[src/rtl/avl_test_pkg.sv]
// avl_test_pkg: shared state encoding and constants for the Avalon burst traffic tester
package avl_test_pkg;
  localparam int AVL_SIZE_W = 8;
  typedef enum logic [2:0] {S_IDLE, S_WRITE, S_READ, S_DRAIN, S_DONE} state_t;
endpackage

[src/rtl/avl_test_lfsr.sv]
// avl_test_lfsr: W-bit Fibonacci LFSR with enable and synchronous load
module avl_test_lfsr #(
  parameter int W = 128
) (
  input  logic         clk,
  input  logic         en_i,
  input  logic         load_i,
  input  logic [W-1:0] load_val_i,
  output logic [W-1:0] q_o
);
  localparam logic [W-1:0] ONE = W'(1);
  localparam logic [W-1:0] TAPS =
    W == 128 ? (ONE << 127) | (ONE << 125) | (ONE << 100) | (ONE << 98) :
    W == 64  ? (ONE << 63) | (ONE << 62) | (ONE << 60) | (ONE << 59) :
    W == 32  ? (ONE << 31) | (ONE << 21) | (ONE << 1) | ONE :
               (ONE << (W - 1)) | (ONE << (W - 2));
  always_ff @(posedge clk) begin
    if (load_i) q_o <= load_val_i;
    else if (en_i) q_o <= {q_o[W-2:0], ^(q_o & TAPS)};
  end
endmodule

[src/rtl/avalon_burst_rw_tester.sv]
// avalon_burst_rw_tester: burst write/read-back LFSR memory tester for an Avalon-MM slave
module avalon_burst_rw_tester import avl_test_pkg::*; #(
  parameter int          ADDR_W          = 26,
  parameter int          DATA_W          = 128,
  parameter int          BURST_LEN       = 4,
  parameter int          ADDR_BASE       = 0,
  parameter int          ADDR_SPAN       = 2**26,
  parameter int          NUM_PASSES      = 1,
  parameter int          MAX_OUTSTANDING = 4,
  parameter logic [31:0] LFSR_SEED       = 32'h3E0F0E32,
  parameter int          ERR_CNT_W       = 16
) (
  input  logic                  iCLK,
  input  logic                  iRST_n,
  input  logic                  iSTART,
  input  logic                  iINSERT_ERROR,
  input  logic                  avl_waitrequest,
  input  logic                  avl_readdatavalid,
  input  logic [DATA_W-1:0]     avl_readdata,
  output logic [ADDR_W-1:0]     avl_address,
  output logic [DATA_W-1:0]     avl_writedata,
  output logic                  avl_read,
  output logic                  avl_write,
  output logic                  avl_burstbegin,
  output logic [AVL_SIZE_W-1:0] avl_size,
  output logic                  drv_status_pass,
  output logic                  drv_status_fail,
  output logic                  drv_status_test_complete,
  output logic [ERR_CNT_W-1:0]  oERR_COUNT,
  output logic [ADDR_W-1:0]     oFIRST_ERR_ADDR
);
  localparam logic [ADDR_W-1:0] BASE = ADDR_W'(ADDR_BASE);
  localparam logic [ADDR_W-1:0] STEP = ADDR_W'(BURST_LEN);
  localparam logic [ADDR_W:0] LAST_B = (ADDR_W + 1)'(ADDR_SPAN / BURST_LEN - 1);
  localparam int OUT_W = $clog2(MAX_OUTSTANDING * BURST_LEN + 1) + 1;
  localparam logic [OUT_W-1:0] BL_O = OUT_W'(BURST_LEN);
  localparam logic [OUT_W-1:0] MAX_O = OUT_W'(MAX_OUTSTANDING * BURST_LEN);
  localparam logic [DATA_W-1:0] SEED = DATA_W'(LFSR_SEED);
  state_t state_q, state_d;
  logic [ADDR_W-1:0] addr_q, rd_word_q, first_q, cmp_addr_q;
  logic [ADDR_W:0] bcnt_q;
  logic [7:0] beat_q;
  logic [OUT_W-1:0] out_q;
  logic [31:0] pass_q;
  logic [ERR_CNT_W-1:0] err_q;
  logic fail_q, done_q, cmp_v_q;
  logic [DATA_W-1:0] wr_lfsr, rd_lfsr, cmp_data_q, cmp_exp_q;
  logic wr_acc, rd_acc, beat_v, last_b, last_beat, drained, more, pass_start, restart;
  assign avl_write = state_q == S_WRITE;
  assign avl_read = state_q == S_READ && out_q + BL_O <= MAX_O;
  assign wr_acc = avl_write && !avl_waitrequest;
  assign rd_acc = avl_read && !avl_waitrequest;
  assign beat_v = avl_readdatavalid && (state_q == S_READ || state_q == S_DRAIN);
  assign last_b = bcnt_q == LAST_B;
  assign last_beat = beat_q == 8'(BURST_LEN - 1);
  assign drained = state_q == S_DRAIN && out_q == '0 && !cmp_v_q;
  assign more = NUM_PASSES == 0 || pass_q + 32'd1 < 32'(NUM_PASSES);
  assign restart = iSTART && (state_q == S_IDLE || state_q == S_DONE);
  assign pass_start = restart || (drained && more);
  assign state_d = pass_start ? S_WRITE :
                   wr_acc && last_beat && last_b ? S_READ :
                   rd_acc && last_b ? S_DRAIN :
                   drained ? S_DONE : state_q;
  always_ff @(posedge iCLK) begin
    if (!iRST_n) begin
      state_q <= S_IDLE;
      addr_q <= '0;
      rd_word_q <= '0;
      first_q <= '0;
      cmp_addr_q <= '0;
      bcnt_q <= '0;
      beat_q <= '0;
      out_q <= '0;
      pass_q <= '0;
      err_q <= '0;
      fail_q <= 1'b0;
      done_q <= 1'b0;
      cmp_v_q <= 1'b0;
      cmp_data_q <= '0;
      cmp_exp_q <= '0;
    end else begin
      state_q <= state_d;
      out_q <= out_q + (rd_acc ? BL_O : '0) - OUT_W'(beat_v);
      cmp_v_q <= beat_v;
      cmp_data_q <= avl_readdata;
      cmp_exp_q <= rd_lfsr ^ DATA_W'(iINSERT_ERROR);
      cmp_addr_q <= rd_word_q;
      if (beat_v) rd_word_q <= rd_word_q + 1'b1;
      if (cmp_v_q && cmp_data_q != cmp_exp_q) begin
        fail_q <= 1'b1;
        if (err_q == '0) first_q <= cmp_addr_q;
        if (err_q != '1) err_q <= err_q + 1'b1;
      end
      if (wr_acc) beat_q <= last_beat ? '0 : beat_q + 1'b1;
      if ((wr_acc && last_beat) || rd_acc) begin
        addr_q <= last_b ? BASE : addr_q + STEP;
        bcnt_q <= last_b ? '0 : bcnt_q + 1'b1;
      end
      if (drained) pass_q <= pass_q + 1'b1;
      if (drained && !more) done_q <= 1'b1;
      if (pass_start) begin
        addr_q <= BASE;
        bcnt_q <= '0;
        beat_q <= '0;
        rd_word_q <= BASE;
      end
      if (restart) begin
        fail_q <= 1'b0;
        err_q <= '0;
        first_q <= '0;
        done_q <= 1'b0;
        pass_q <= '0;
      end
    end
  end
  // read LFSR snapshots the write LFSR at every pass start so each pass checks its own data
  avl_test_lfsr #(.W(DATA_W)) u_wr_lfsr (
    .clk(iCLK), .en_i(wr_acc), .load_i(!iRST_n), .load_val_i(SEED), .q_o(wr_lfsr)
  );
  avl_test_lfsr #(.W(DATA_W)) u_rd_lfsr (
    .clk(iCLK), .en_i(beat_v), .load_i(!iRST_n || pass_start),
    .load_val_i(iRST_n ? wr_lfsr : SEED), .q_o(rd_lfsr)
  );
  assign avl_address = addr_q;
  assign avl_writedata = avl_write ? wr_lfsr : '0;
  assign avl_burstbegin = (avl_write && beat_q == '0) || avl_read;
  assign avl_size = AVL_SIZE_W'(BURST_LEN);
  assign drv_status_fail = fail_q;
  assign drv_status_test_complete = done_q;
  assign drv_status_pass = done_q && err_q == '0;
  assign oERR_COUNT = err_q;
  assign oFIRST_ERR_ADDR = first_q;
endmodule

[config.mk]
export PLATFORM = sky130hd
export DESIGN_NAME = avalon_burst_rw_tester
export DESIGN_NICKNAME = d
export VERILOG_FILES = /design/src/rtl/avl_test_pkg.sv /design/src/rtl/avl_test_lfsr.sv /design/src/rtl/avalon_burst_rw_tester.sv
export SDC_FILE = /design/constraint.sdc
export NUM_CORES = 1
export LEC_CHECK = 0
export BUFFER_PORTS_ARGS = -buffer_cell sky130_fd_sc_hd__buf_2
export CAP_MARGIN = 20
export CORE_ASPECT_RATIO = 0.9
export CORE_MARGIN = 3
export CORE_UTILIZATION = 30
export DETAILED_ROUTE_END_ITERATION = 6
export PLACE_DENSITY = 0.58
export SLEW_MARGIN = 20
export SYNTH_ARGS = -nofsm -noshare
export SYNTH_HDL_FRONTEND = slang
export SYNTH_SLANG_ARGS = --single-unit
[constraint.sdc]
create_clock -name iCLK -period 16.8 [get_ports iCLK]
set_clock_uncertainty 0.05 [all_clocks]
set_input_delay 0 -clock iCLK [delete_from_list [all_inputs] [get_ports iCLK]]
set_output_delay 0 -clock iCLK [all_outputs]
set_load 0.03 [all_outputs]
==> results.toml, run 1 <==
[route]
dr_wl_met2_mm = 36.5
met1Wirelength_mm = 39.8
wl_per_cell_microns = 18.5
dr.first_iter.drc_count = 1580
wl_met3_mm = 4.42
antenna_left = 0
dr.pass1.iters = 5
num_vias = 20729
drc = 0
wirelength_mm = 82.6
highest_layer = "met5"
vias_per_cell = 4.64

[clocking]
clkLatencyLatePin_ps = 620
cts_resized = 0
clk_pin_slew_ps = 60
postCtsHoldBufs = 162
post_cts_buffers = 0
cts_buffers = 77
cts.sinks = 709
cts_max_level = 3
cts_tree = "built"
root_buffer = "clkbuf_16"
cts_buffer_depth = 3

[placement]
hpwl_mm = 57.2
preCtsSetupSlack_ps = 11670
dp.cells = 4157
gp_congestion = 0.829
io_buffers = 333
placed_area_sq_mm = 0.0307

[timing]
worst_pin_slew_ps = 1050
hold_ws_ps = 62.4
setup_ws_ps = 11690
setup_viol = 0
hold_violations = 0
period_share = 0.304
max_freq_mhz = 196
min_period_ps = 5110
slew_headroom = 0.297
rsz0062_at_grt = "false"
drv_slew = 0
tns_ps = 0

[worst_setup_path]
crit_path_start_kind = "flip-flop"
critical_path_class = "flip-flop to flip-flop"
cp_data_required_time_ps = 16990
crit_path_max_fanout = 70
critical_path_arrival_ps = 5300
end_kind = "flip-flop"

[floorplanning]
die-width_microns = 328
die_h_microns = 296
die_area_sq_mm = 0.0970
core_area_sq_mm = 0.0918
rows = 105
start_util = 0.305
ios = 344

[final_layout]
utilization = 0.381
seq_area_sq_mm = 0.0155
drive_gt1_frac = 0.156
fin_area_sq_mm = 0.0350
nets = 3321
synthToLayoutAreaGrowth_pct = 25.0
stdcell_count = 4465
multi_input_area_sq_mm = 0.0117
fillCellCount = 9007

[pwr]
p_total_mw = 3.88
p_leak_nw = 14.5
internal-power_mw = 2.97
p_per_area_mw_per_mm2 = 111
p_clk_frac = 0.458
p_sw_frac = 0.235
power_frac_seq = 0.473
power_frac_comb = 0.068
peakVddDrop_mv = 0.0730
p_sw_mw = 0.912

[logic_synthesis]
synth-edff-count = 128
synth_cell_types = 66
yosys_warnings = 0
syn_area_sq_mm = 0.0280
ys_seq_elements = 709
synth_area_leaders = "dfxtp_1 (42%), edfxtp_1 (14%), and2_1 (9.4%)"
synth_most_common_cell = "dfxtp_1"
syn_area_per_cell_sq_um = 10.2
yosys.area.top_type_share = 0.415
synthCells = 2742
yosys.area.top_type = "dfxtp_1"
synth_ff_type = "dfxtp_1"
postSynth.asyncResetShare = 0
ys_seq_area_frac = 0.553
synth_common_cells = "dfxtp_1 (581), and2_1 (421), nand2_1 (335)"

[grt]
grt_pass1_vias = 19715
grt_usage = 0.164
grt_antenna_before_repair = 2
grt_max_degree = 125
grt_pass1_wl_mm = 122
grt-ovfl-total = 0

[min_path]
hold_class = "input port to flip-flop"

[run]
drv_cap = 0

[outcome]
status = "finished clean"
==> registers in the layout, indices dropped and copies added, names as in the netlist <==
register and count:
cmp_data_q 128, cmp_exp_q 128, u_rd_lfsr.q_o 128, u_wr_lfsr.q_o 128, pass_q 32, bcnt_q 27
cmp_addr_q 26, oFIRST_ERR_ADDR 26, rd_word_q 26, avl_address 24, oERR_COUNT 16, beat_q 8
out_q 6, state_q 3, cmp_v_q 1, drv_status_fail 1, drv_status_test_complete 1
==> layer usage <==
| layer | up-vias | track usage |
|---|---|---|
| li1 | 10118 | - |
| met1 | 9996 | 0.236 |
| met2 | 519 | 0.251 |
| met3 | 94 | 0.0309 |
| met4 | 2 | 0.0461 |
| met5 | - | 0 |
==> worst max-delay path, stage by stage (launching register included) <==
cell and delay [ps]:
dfxtp_1 530, ha_1 400, nand4_1 220, nor4_2 320, buf_4 240, xnor2_1 160
nand3_1 90, or4b_2 700, nor4_4 310, or3_4 720, buf_4 910
==> cells in the final DEF (no fill, tap or decap), types with 5 or more instances in the layout <==
cell and count:
mux2i_1 34, nand3_1 66, nor2_1 144, or4_1 11, nor3_1 46, or3_1 12, nor4_1 50, o21ai_0 12
or2_2 7, nand4_1 47, clkbuf_1 13, dfxtp_1 581, a22o_1 113, a21boi_0 118, conb_1 10, and2_1 421
ha_1 17, nor2b_1 5, buf_4 19, a21oi_1 23, dlygate4sd3_1 162, xnor2_1 43, and3_1 26, and4_1 13
nand2_1 334, bufinv_16 7, clkinv_2 13, o32a_1 14, inv_1 22, o31ai_1 5, buf_2 332, edfxtp_1 128
clkinv_1 5, xor2_1 216, clkbuf_16 80, clkbuf_8 17
==> final timing paths <==
check	startpoint	end	slack, ps	cells after the start
setup / recovery	pass_q[0]	u_rd_lfsr.q_o[69]	11690	10
hold / removal	avl_readdata[38]	cmp_data_q[38]	60	3
setup reg to reg	pass_q[0]	u_rd_lfsr.q_o[69]	11690	10
hold reg to reg	cmp_addr_q[6]	oFIRST_ERR_ADDR[6]	410	2
==> cell type report <==
class	count	area share
Inverter	22	0.00236
Timing Repair Buffer	515	0.0987
Sequential cell	709	0.442
Clock inverter	33	0.0118
Tap cell	1230	0.0440
Clock buffer	110	0.0653
Antenna cell	2	0.000143
Multi-Input combinational cell	1844	0.336
==> kinds of logic after synthesis <==
kind of cell             after synthesis  synth area share
AND/OR/NAND/NOR                     1211             0.227
AO/OA/AOI/OAI                        311            0.0876
adder cells (fa/ha/maj)               18           0.00831
flip-flops                           709             0.553
other                                  2          0.000268
XOR/XNOR                             259            0.0810
buffers and inverters                197            0.0310
multiplexers                          35            0.0126
==> power groups by stage <==
stage,clock [mW],sequential (mW),combinational (mW)
floorplan,0,1.86,0.147
detailed placement,0,1.87,0.237
global placement,0,1.87,0.237
global route,1.88,1.84,0.286
finish,1.78,1.84,0.265
CTS,1.82,1.84,0.268
No activity file was read; power rests on OpenSTA's default activity.
==> run 2: changes to the inputs <==
--- a/config.mk
+++ b/config.mk
@@ -11,7 +11,7 @@
 export CORE_MARGIN = 3
 export CORE_UTILIZATION = 30
 export DETAILED_ROUTE_END_ITERATION = 6
-export PLACE_DENSITY = 0.58
+export PLACE_DENSITY = 0.59
 export SLEW_MARGIN = 20
 export SYNTH_ARGS = -nofsm -noshare
 export SYNTH_HDL_FRONTEND = slang
==> constraint.sdc (replaced) <==
create_clock -name iCLK -period 4.5 [get_ports iCLK]
set_clock_uncertainty 0.05 [all_clocks]
set_input_delay 0 -clock iCLK [delete_from_list [all_inputs] [get_ports iCLK]]
set_output_delay 0 -clock iCLK [all_outputs]
set_load 0.03 [all_outputs]
==> results.toml, run 2 (synthesized netlist as in run 1, its figures left out) <==
[timing]
min_period_ps = 4060
tns_ps = 0
drv_slew = 0
setup_viol = 0
max_freq_mhz = 246
period_share = 0.902
hold_violations = 0
worst_pin_slew_ps = 975
slew_headroom = 0.350
rsz0062_at_grt = "false"

[route]
vias_per_cell = 4.65
num_vias = 20798
dr.pass1.iters = 7
drc = 0
wirelength_mm = 82.1
antenna_left = 0
dr.first_iter.drc_count = 1540
wl_per_cell_microns = 18.3

[run]
drv_cap = 0

[clocking]
cts.sinks = 709
post_cts_buffers = 0
cts_buffers = 78
cts_max_level = 3
cts_tree = "built"
cts_buffer_depth = 3
root_buffer = "clkbuf_16"
clkLatencyLatePin_ps = 630
clk_pin_slew_ps = 60

[worst_setup_path]
cp_data_required_time_ps = 4740
startpoint = "pass_q[0]"
r2r_end = "u_rd_lfsr.q_o[82]"
crit_path_max_fanout = 50
crit_path_start_kind = "flip-flop"
crit_end = "u_rd_lfsr.q_o[82]"
end_kind = "flip-flop"
rr_startpoint = "pass_q[0]"
critical_path_arrival_ps = 4300
reg2regPathDepth = 9
r2r_slack_ps = 440
critical_path_class = "flip-flop to flip-flop"

[placement]
hpwl_mm = 57.9
io_buffers = 333
placed_area_sq_mm = 0.0310
gp_congestion = 0.816

[final_layout]
synthToLayoutAreaGrowth_pct = 26.1
fin_area_sq_mm = 0.0353
mostFrequentLayoutCells = "dfxtp_1 (581), and2_1 (421), nand2_1 (334)"
layout_commonest_cell = "dfxtp_1"
fillCellCount = 8959
seq_area_sq_mm = 0.0155
nets = 3336
multi_input_area_sq_mm = 0.0117
drive_gt1_frac = 0.163

[floorplanning]
die-width_microns = 328
rows = 105
die_h_microns = 296
ios = 344
die_area_sq_mm = 0.0970
start_util = 0.305
core_area_sq_mm = 0.0918

[pwr]
peakVddDrop_mv = 0.329
p_leak_nw = 14.6
p_per_area_mw_per_mm2 = 415

[grt]
grt_max_degree = 176
grt_antenna_before_repair = 7
grt_pass1_vias = 19855
grt_pass1_wl_mm = 122
grt-ovfl-total = 0
grt_usage = 0.164

[min_path]
hold_class = "input port to flip-flop"

[outcome]
status = "finished clean"
run 2: worst min-delay path by stage:
stage,cells past startpoint,slack (ps),to,startpoint
2_1_floorplan,1,80,cmp_data_q[0],avl_readdata[0]
3_3_place_gp,2,160,cmp_data_q[31],avl_readdata[31]
3_5_place_dp,2,160,cmp_data_q[31],avl_readdata[31]
4_1_cts,3,20,cmp_data_q[43],avl_readdata[43]
5_1_grt,3,40,cmp_data_q[0],avl_readdata[0]
6_report,3,60,cmp_data_q[0],avl_readdata[0]
run 2: final cells by class:
type | count | area share
Clock buffer | 112 | 0.0667
Multi-Input combinational cell | 1844 | 0.333
Timing Repair Buffer | 529 | 0.104
Antenna cell | 1 | 0.0000709
Sequential cell | 709 | 0.438
Tap cell | 1230 | 0.0436
Clock inverter | 29 | 0.0120
Inverter | 22 | 0.00234
run 2: what timing repair did:
item / CTS / global route
hold endpoints to repair: 245 / 0
hold buffers: 153 / 0
gates resized for setup: 0 / 0
run 2: routing by layer:
layer | GRT usage | up-vias | wire length [microns]
met1 | 0.232 | 9921 | 38100
met3 | 0.0350 | 101 | 5610
li1 | - | 10150 | -
met5 | 0 | - | 0
met2 | 0.251 | 626 | 36400
met4 | 0.0473 | 0 | 1910
run 2: per-stage QoR:
step           power (mW)  std cells   util  worst slack, ps  hold WS, ps
6_report             14.6       4476  0.384              440         61.3
2_1_floorplan        7.49       2750      -              156         77.3
3_5_place_dp         7.91       4181  0.337              445          158
5_1_grt              15.2       4475  0.384              226         36.6
3_3_place_gp         7.91       4181  0.337              559          158
4_1_cts              14.8       4475  0.384              429         15.2
run 2: where the power goes:
part | total [mW] | switching [mW] | internal (mW) | leakage (nW)
registers | 6.86 | 0.122 | 6.73 | 6.10
clock network | 6.76 | 2.65 | 4.12 | 1.37
logic | 1.02 | 0.616 | 0.405 | 7.15
run 2: critical path, stage by stage, from the launching register on:
cell and delay [ps]:
dfxtp_1 520, ha_1 410, nand4_1 240, nor4_2 520
xnor2_1 200, nand3_1 80, or4b_2 670, nor4_4 460
or3_4 240, buf_12 270
==> run 3: changes to the inputs <==
--- a/config.mk
+++ b/config.mk
@@ -5,7 +5,7 @@
 export SDC_FILE = /design/constraint.sdc
 export NUM_CORES = 1
 export LEC_CHECK = 0
-export BUFFER_PORTS_ARGS = -buffer_cell sky130_fd_sc_hd__buf_2
+export BUFFER_PORTS_ARGS = -buffer_cell sky130_fd_sc_hd__buf_4
 export CAP_MARGIN = 20
 export CORE_ASPECT_RATIO = 0.9
 export CORE_MARGIN = 3
==> results.toml, run 3 (synthesized netlist as in run 1, its figures left out) <==
[run]
drv_cap = 0

[final_layout]
stdcell_count = 4473
synthToLayoutAreaGrowth_pct = 28.7
nets = 3332
utilization = 0.393
diodes = 0
fillCellCount = 8893
drive_gt1_frac = 0.161
layout_commonest_cell = "dfxtp_1"
mostFrequentLayoutCells = "dfxtp_1 (581), and2_1 (421), buf_4 (359)"
fin_area_sq_mm = 0.0360

[timing]
period_share = 0.862
worst_pin_slew_ps = 1020
hold_violations = 0
slew_headroom = 0.322
hold_ws_ps = 60.6
drv_slew = 0
rsz0062_at_grt = "false"
tns_ps = 0
max_freq_mhz = 258
setup_viol = 0
min_period_ps = 3880
setup_ws_ps = 620

[route]
antenna_left = 0
dr.first_iter.drc_count = 1438
wirelength_mm = 83.1
wl_per_cell_microns = 18.6
num_vias = 20848
vias_per_cell = 4.66
drc = 0
dr.pass1.iters = 5

[floorplanning]
die-width_microns = 328
rows = 105
start_util = 0.305
die_area_sq_mm = 0.0970
core_area_sq_mm = 0.0918
die_h_microns = 296
ios = 344

[worst_setup_path]
cp_data_required_time_ps = 4830
crit_slowest_cell = "or4b_2"
crit_buf_inv = 2
critical_path_arrival_ps = 4210
crit_family = "simple AND/OR/NAND/NOR gates"
crit_path_max_incr_delay_ps = 680
crit_path_max_fanout = 64
critical_path_class = "flip-flop to flip-flop"
crit_chain = "ha_1, nand4_1, nor4_2, xnor2_1, nand3_1, or4b_2, nor4_4, buf_4, nor2_4, buf_12, a22o_1"
end_kind = "flip-flop"
crit_path_start_kind = "flip-flop"

[placement]
gp_congestion = 0.802
hpwl_mm = 58.3
dp.cells = 4178
placed_area_sq_mm = 0.0318
io_buffers = 333
preCtsSetupSlack_ps = 674

[clocking]
root_buffer = "clkbuf_16"
clkLatencyLatePin_ps = 640
cts_tree = "built"
cts_buffers = 77
cts_resized = 0
clk_pin_slew_ps = 60
cts_max_level = 3
cts_buffer_depth = 3
cts.sinks = 709

[pwr]
p_clk_frac = 0.455
power_frac_seq = 0.472
p_leak_nw = 14.7
p_total_mw = 14.5
peakVddDrop_mv = 0.279
p_sw_frac = 0.237
p_sw_mw = 3.44
p_per_area_mw_per_mm2 = 403
internal-power_mw = 11.1
power_frac_comb = 0.073

[grt]
grt_max_degree = 256
grt_pass1_vias = 19973
grt_pass1_wl_mm = 124
grt_usage = 0.165
grt_antenna_before_repair = 6
grt-ovfl-total = 0

[outcome]
status = "finished clean"

[min_path]
hold_class = "input port to flip-flop"
run 3: timing repair:
action,CTS,global route
buffers inserted,0,0
hold buffers,153,0
endpoints found under the hold margin,202,0
run 3: area by class of cell:
class | instances | area [sq um] | share of cell area
flip-flops and latches | 709 | 15500 | 0.429
multi-input cells | 1844 | 11700 | 0.326
repair buffers | 526 | 4500 | 0.125
clock buffers | 114 | 2310 | 0.0641
well taps | 1230 | 1540 | 0.0427
clock inverters | 28 | 392 | 0.0109
inverters | 22 | 82.6 | 0.00229
run 3: tightest hold or removal path, stage by stage:
cell and delay (ps):
dlygate4sd3_1 520, buf_4 90, and2_1 110
run 3: worst paths after layout:
path / cells past startpoint / slack, ps / to / start
min: 3 / 60 / cmp_data_q[87] / avl_readdata[87]
min reg2reg: 2 / 410 / oFIRST_ERR_ADDR[4] / cmp_addr_q[4]
max reg2reg: 11 / 620 / u_rd_lfsr.q_o[75] / pass_q[0]
max: 11 / 620 / u_rd_lfsr.q_o[75] / pass_q[0]
run 3: power groups by stage:
| stage | Sequential (mW) | Combinational (mW) | Clock, mW |
|---|---|---|---|
| final | 6.86 | 1.06 | 6.60 |
| after floorplan | 6.94 | 0.548 | 0 |
| after detailed placement | 7.00 | 0.954 | 0 |
| after CTS | 6.86 | 1.07 | 6.75 |
| after global routing | 6.88 | 1.14 | 6.98 |
| after global placement | 6.99 | 0.951 | 0 |
run 3: metal layers:
metal	GRT usage	vias to the layer above	part of all wire
met2	0.257	554	0.45
met4	0.0421	2	0.020
met1	0.236	10039	0.47
li1	-	10155	-
met5	0	-	0.00016
met3	0.0303	98	0.058
